### src/rtl/demuxn_collect_pkg.sv
// Shared definitions for the serial-to-word collector: FSM state encoding
// and the word-width helper used by the top and the slot decoder.
package demuxn_collect_pkg;

    // FILL: collecting bits; HOLD: complete word presented to the consumer.
    typedef enum logic {
        FILL = 1'b0,
        HOLD = 1'b1
    } state_e;

    // Output word width for a given number of selector bits.
    function automatic int unsigned word_w(input int unsigned nb_sel);
        return 32'd1 << nb_sel;
    endfunction

endpackage

### src/rtl/demuxn_collect_decodern.sv
// Binary-to-one-hot decoder with enable. With en_i low every output is
// low, so a single instance can gate both data and mask writes.
module decodern
    import demuxn_collect_pkg::*;
#(
    parameter int NB_SEL = 3
) (
    input  logic                        en_i,
    input  logic [NB_SEL-1:0]           sel_i,
    output logic [word_w(NB_SEL)-1:0]   onehot_o
);

    // Raise exactly one output bit when enabled, none otherwise.
    always_comb begin
        onehot_o = '0;
        if (en_i) begin
            onehot_o[sel_i] = 1'b1;
        end
    end

endmodule

### src/rtl/demuxn_collect.sv
// Registered 1-to-N demultiplexer that assembles a 2**NB_SEL-bit word from
// single bits, addressed either by an internal auto-incrementing pointer or
// by an explicit selector. Once every slot has been written the word is
// held and offered to the consumer.
//
// Handshakes: a transfer happens on a rising edge where valid and ready are
// both high. in_ready and out_valid are pure decodes of the registered
// state, so neither depends combinationally on any input. A producer may
// hold in_valid while in_ready is low; the bit is simply not taken. Once
// out_valid rises it stays high until an edge with out_ready=1 (or flush).
module demuxn_collect
    import demuxn_collect_pkg::*;
#(
    parameter int NB_SEL = 3
) (
    input  logic                        clk,
    input  logic                        rst_n,
    input  logic                        in,
    input  logic                        in_valid,
    output logic                        in_ready,
    input  logic                        dir_mode,
    input  logic [NB_SEL-1:0]           sel,
    input  logic                        flush,
    output logic [word_w(NB_SEL)-1:0]   outs,
    output logic                        out_valid,
    input  logic                        out_ready,
    output logic [NB_SEL-1:0]           ptr
);

    localparam int W = word_w(NB_SEL);
    localparam logic [NB_SEL-1:0] PTR_ONE = {{(NB_SEL-1){1'b0}}, 1'b1};

    state_e            state_q, state_d;
    logic [W-1:0]      outs_q, outs_d;
    logic [W-1:0]      mask_q, mask_d;
    logic [NB_SEL-1:0] ptr_q, ptr_d;

    logic              accept;
    logic [NB_SEL-1:0] slot;
    logic [W-1:0]      wr_en;

    // Flush wins over accept, so a bit arriving with flush is dropped.
    assign in_ready  = (state_q == FILL);
    assign out_valid = (state_q == HOLD);
    assign accept    = in_valid && in_ready && !flush;
    assign slot      = dir_mode ? sel : ptr_q;

    decodern #(
        .NB_SEL (NB_SEL)
    ) u_slot_dec (
        .en_i     (accept),
        .sel_i    (slot),
        .onehot_o (wr_en)
    );

    // Next-state: flush, then release in HOLD, then bit accept in FILL.
    always_comb begin
        state_d = state_q;
        outs_d  = outs_q;
        mask_d  = mask_q;
        ptr_d   = ptr_q;
        if (flush) begin
            state_d = FILL;
            outs_d  = '0;
            mask_d  = '0;
            ptr_d   = '0;
        end else if (state_q == HOLD) begin
            if (out_ready) begin
                state_d = FILL;
                outs_d  = '0;
                mask_d  = '0;
                ptr_d   = '0;
            end
        end else begin
            outs_d = (outs_q & ~wr_en) | (wr_en & {W{in}});
            mask_d = mask_q | wr_en;
            if (accept && !dir_mode) begin
                ptr_d = ptr_q + PTR_ONE;
            end
            if (&mask_d) begin
                state_d = HOLD;
            end
        end
    end

    // State, word, written-mask and pointer registers.
    always_ff @(posedge clk or negedge rst_n) begin
        if (!rst_n) begin
            state_q <= FILL;
            outs_q  <= '0;
            mask_q  <= '0;
            ptr_q   <= '0;
        end else begin
            state_q <= state_d;
            outs_q  <= outs_d;
            mask_q  <= mask_d;
            ptr_q   <= ptr_d;
        end
    end

    assign outs = outs_q;
    assign ptr  = ptr_q;

endmodule

### config.mk
export PLATFORM = sky130hd
export DESIGN_NAME = demuxn_collect
export DESIGN_NICKNAME = d
export VERILOG_FILES = /design/src/rtl/demuxn_collect_pkg.sv /design/src/rtl/demuxn_collect_decodern.sv /design/src/rtl/demuxn_collect.sv
export SDC_FILE = /design/constraint.sdc
export NUM_CORES = 1
export LEC_CHECK = 0
export BUFFER_PORTS_ARGS = -buffer_cell sky130_fd_sc_hd__buf_2
export CORE_ASPECT_RATIO = 0.5
export CORE_MARGIN = 2
export CORE_UTILIZATION = 35
export CTS_CLUSTER_DIAMETER = 30
export DETAILED_ROUTE_END_ITERATION = 6
export GPL_TIMING_DRIVEN = 0
export MAX_ROUTING_LAYER = met4
export PLACE_DENSITY = 0.57
export SLEW_MARGIN = 20
export SYNTH_ARGS = -nofsm -noshare
export SYNTH_HDL_FRONTEND = slang
export SYNTH_HIERARCHICAL = 1
export SYNTH_SLANG_ARGS = --single-unit
### constraint.sdc
create_clock -name clk -period 2.9 [get_ports clk]
set_input_delay 0.145 -clock clk [delete_from_list [all_inputs] [get_ports clk]]
set_output_delay 0.145 -clock clk [all_outputs]
set_load 0.03 [all_outputs]
# Word level (Yosys, flattened, before mapping)
# Index checks and enable logic that the tools add are counted.
# classes
eq_ne	1
n_addsub	1
reduce_logical	9
n_lt_le_gt_ge	2
n_bitwise	6
mux	17
# op_table
op	n
2-to-1 mux 8 bit	6
bitwise AND 8 bit	2
OR 8 bit	2
2-to-1 mux 3 bit	5
NOT 8 bit	1
AND reduction 8 bit	1
2-to-1 mux 1 bit	5
logical AND 1 bit	4
< comparator 3 x 4 -> 1 bit (second input constant)	1
adder 3 x 1 -> 3 bit (second input constant)	1
demux 1 bit (select 3 bit)	1
>= comparator 3 x 1 -> 1 bit (second input constant)	1
!= test 3 bit (second input constant)	1
nonzero test 3 bit	1
zero test 1 bit	2
AND reduction 2 bit	1
NOT 1 bit	1
# word_totals
reg_bits	20

# Logic depth before layout (Yosys ltp)
# depth
word_depth	11
ltp_mapped	7
ltp_nobuf	6

# Modules after synthesis
# Netlist, hierarchy kept.
# by_module_without_submodules
module	area_each_um2	seq_area_each_um2	cells_per_inst	instances
demuxn_collect	903.4	500.5	77	1
decodern	96.3	0.0	8	1

# Worst setup path before layout
# OpenSTA, ideal clock, no wires.
# synth_path
path_kind	flip-flop to flip-flop
startpoint	reg state_q (netlist: out_valid)
endpoint	reg state_q (netlist: out_valid)
required_ns	2.817
setup_ns	0.083
period_less_slack_ns	2.135
arrival_time_ns	2.052
n_path_buf	1
slack_ns	0.765
path_stages_with_launch	8
path_cell_list	dfrtp_1 -> nor2_1 -> clkbuf_1 -> and2_1 -> and4_2 -> o22ai_1 -> or3_1 -> o21ai_0
# synth_via
elab_chain_cells	9
# synth_lines
element	line	source
start: declaration	demuxn_collect.sv:33	state_e state_q, state_d;
start signal: assignment	demuxn_collect.sv:94	state_q <= state_d;
NOT 1 bit	demuxn_collect.sv:43	assign in_ready = (state_q == FILL);
logical AND 1 bit (2 in a row)	demuxn_collect.sv:45	assign accept = in_valid && in_ready && !flush;
named net accept	demuxn_collect.sv:38	logic accept;
2-to-1 mux 8 bit	demuxn_collect_decodern.sv:16	if (en_i) begin
named net wr_en[7]	demuxn_collect.sv:40	logic [W-1:0] wr_en;
OR 8 bit	demuxn_collect.sv:76	mask_d = mask_q | wr_en;
AND reduction 8 bit	demuxn_collect.sv:80	if (&mask_d) begin
2-to-1 mux 1 bit	demuxn_collect.sv:80	
2-to-1 mux 1 bit	demuxn_collect.sv:67	end else if (state_q == HOLD) begin
2-to-1 mux 1 bit	demuxn_collect.sv:62	if (flush) begin
named net state_d	demuxn_collect.sv:33	
# The timed path passes the listed nets, and every way through them passes these cells.
# A chain may end at the register's enable or synchronous reset.

# Worst setup path after layout
# Ends and elaborated chain as after synthesis.

==> flow_summary.yaml <==
run_status:
  status: "complete, no violations"
yosys:
  yosys-top-cells-count: "dfrtp_1, a22o_1, o21ai_0"
  postSynthRegisterBits: 20
  main_area_contributors_after_synthesis: "dfrtp_1, a22o_1, o21ai_0, and4bb_2, and4b_2"
  yosysMostFrequentCell: "dfrtp_1"
  syn_area_um2: 1000
  synthDominantCellAreaShare_pct: 50.1
  yosysTopAreaCell: "dfrtp_1"
  post_synth.cell_area_avg_um2: 11.8
  synth_nets: 96
  share_of_flip_flops_with_an_asynchronous_set_or_reset_after_synthesis_pct: 100
  synth_ff_type: "dfrtp_1"
  synth-seq-area-share_pct: 50.1
  yosys.cell_types.count: 29
  synth_enable_flop_cells: 0
  cell_count_after_synthesis: 85
  yosys_warnings: 6
cts:
  postCtsSetupRepairBufs: 0
  cts_max_level: 1
  cts-root-to-sink-buffers: 2
  worst_setup_hold_path_clk_slew_ps: 70
  cts_buffer_count: 3
  cts_sinks: 20
  tritoncts: "done"
  cts-root-buf: "clkbuf_8"
  clock_insertion_delay_worst_skew_ps: 250
route:
  first_iter_violations: 22
  route.antenna.remaining_nets: 0
  drtPass1Iterations: 4
  drt-wirelength-per-cell_um: 14.7
  route.detailed.vias_per_inst: 5.24
  drc: 0
  vias: 776
  route.final.wire_length_um: 2170
power_and_ir_drop:
  vdd_ir_drop_max_mv: 0.218
  pwr_density_cell_nw_per_um2: 439
  p_leak_nw: 0.593
sta:
  timing.final.crit_period_ps: 2410
  timing.clock.skew_ps: 0.624
  worst-slew-pin-transition_ps: 735
  fin_crit_sh_pct: 83.1
  hold_viol_final: 0
  tns_ps: 0
  fin_ws_ps: 491
  max_freq_ghz: 0.415
  relSlewSlack_pct: 50.5
  rsz_0062_raised_after_global_routing: "false"
  setup_viol: 0
  final-max-slew-violation-count: 0
placement:
  globalplace.congestion: 0.712
  placedCellCount: 144
  port-buffer-count: 22
  pre_cts_slack_ps: 518
  place_hpwl_um: 1560
  placement.cell_area_um2: 1160
critical_path:
  critical_path_peak_fanout: 10
  timing.critical_path.required_ps: 3070
  end_kind: "register"
  crit_path_cell_trace: "nor2_1 -> clkbuf_1 -> and2_1 -> and4_2 -> o22ai_1 -> or3_1 -> o21ai_0"
  crit_path_top_delay_cell: "dfrtp_1"
  max_stage_delay_ps: 420
  criticalPathCategory: "register to register"
  crit_path_arrival_time_ps: 2580
  critical_path.startpoint_type: "register"
flow_run:
  max_cap_violations: 0
global_route:
  grt.total_usage_pct: 14.7
  grt_antenna_before_repair: 0
  grt_remaining_overflow: 0
  grt_start_max_net_pins: 21
  via_count_of_the_first_global_routing_pass: 701
  grt_pass1_wl_um: 3560
floorplan:
  row_count: 13
  die_x_um: 79.6
  die_y_um: 41.8
  floorplan.initialDensity_pct: 37.7
  die-area_um2: 3330
  boundaryPins: 23
  floorplan.core_area_um2: 2650
layout:
  final_area_um2: 1210
  fin_util_pct: 45.5
  final-instance-count-excl-fill: 148
  antennaDiodeCount: 0
  layout_overhead_on_the_synthesized_area_pct: 20.8
  nets: 124
  post_route_cells_drive_above_1_share_pct: 36.0
worst_hold_path:
  hold_path_class: "input pin to register"
## sequential cells by signal, summed over array words and instances, names as in the netlist
register	flops
out_valid	1
mask_q	8
ptr	3
outs	8
## cells in the final DEF, fill, tap and decap left out, types with 3 or more instances in the layout
cell,n
dfrtp_1,20
o22ai_1,3
clkbuf_8,3
buf_2,23
and4bb_2,3
and4b_2,3
a22o_1,16
o21ai_0,9
## kinds of logic (layout without fill, tap and decap cells)
family	after synthesis	after routing	share of synthesized area, %
AOI/OAI and AO/OA	33	33	24.8
and+or+nand+nor	23	23	18.5
DFF	20	20	50.1
buffers and inverters	6	32	3.13
muxes	2	2	2.25
adders and majority gates	1	1	1.25
## layout make-up
class / instances / area, um2
timing repair buffer: 23 / 120
buffer: 4 / 23.8
clock buffer: 3 / 41.3
multi-input combinational: 59 / 468
tap: 37 / 46.3
fill: 250 / 1440
inverter: 2 / 7.51
sequential: 20 / 500
## through the flow
stage	total power (W)	hold WS [ps]
global route	0.000557	311
finish	0.000530	267
CTS	0.000537	264
global placement	0.000355	117
floorplan	0.000331	-151
detailed placement	0.000356	121
## per-layer routing
metal / share of wire (%) / vias up / GRT usage (%)
li1: - / 389 / -
met1: 57 / 374 / 21.6
met2: 39 / 11 / 20.2
met3: 3.3 / 2 / 4.57
met4: 0.69 / 0 / 2.07
met5: 0 / - / -
## final timing paths
check	from	to	slack (ps)	depth (start not counted)
max in group asynchronous	rst_n	ptr[0]$_DFFE_PN0P_	2210	2
min in group asynchronous	rst_n	outs[2]$_DFFE_PN0P_	370	2
max	out_valid$_DFF_PN0_	out_valid$_DFF_PN0_	490	7
min reg2reg	outs[2]$_DFFE_PN0P_	outs[2]$_DFFE_PN0P_	500	1
min	flush	out_valid$_DFF_PN0_	270	4
max reg2reg	out_valid$_DFF_PN0_	out_valid$_DFF_PN0_	490	7
## critical path, delay by kind of cell (launching register included)
kind	cells	cell delay, ps
AND/OR/NAND/NOR	4	1250
flip-flops	1	420
buffers and inverters	1	400
AO/OA/AOI/OAI	2	270
## where the power goes
part           leakage [nW]  internal (W)  total (W)  switching (W)
clock network        0.0216     0.0000924   0.000179      0.0000868
registers             0.277      0.000284   0.000288     0.00000388
logic                 0.294     0.0000238  0.0000627      0.0000390
## timing repair
action / CTS / global route
hold endpoints to repair: 20 / 0
hold buffers: 1 / 0
gates resized for setup: 0 / 0
Note: power is estimated with default switching activity, not from simulation.
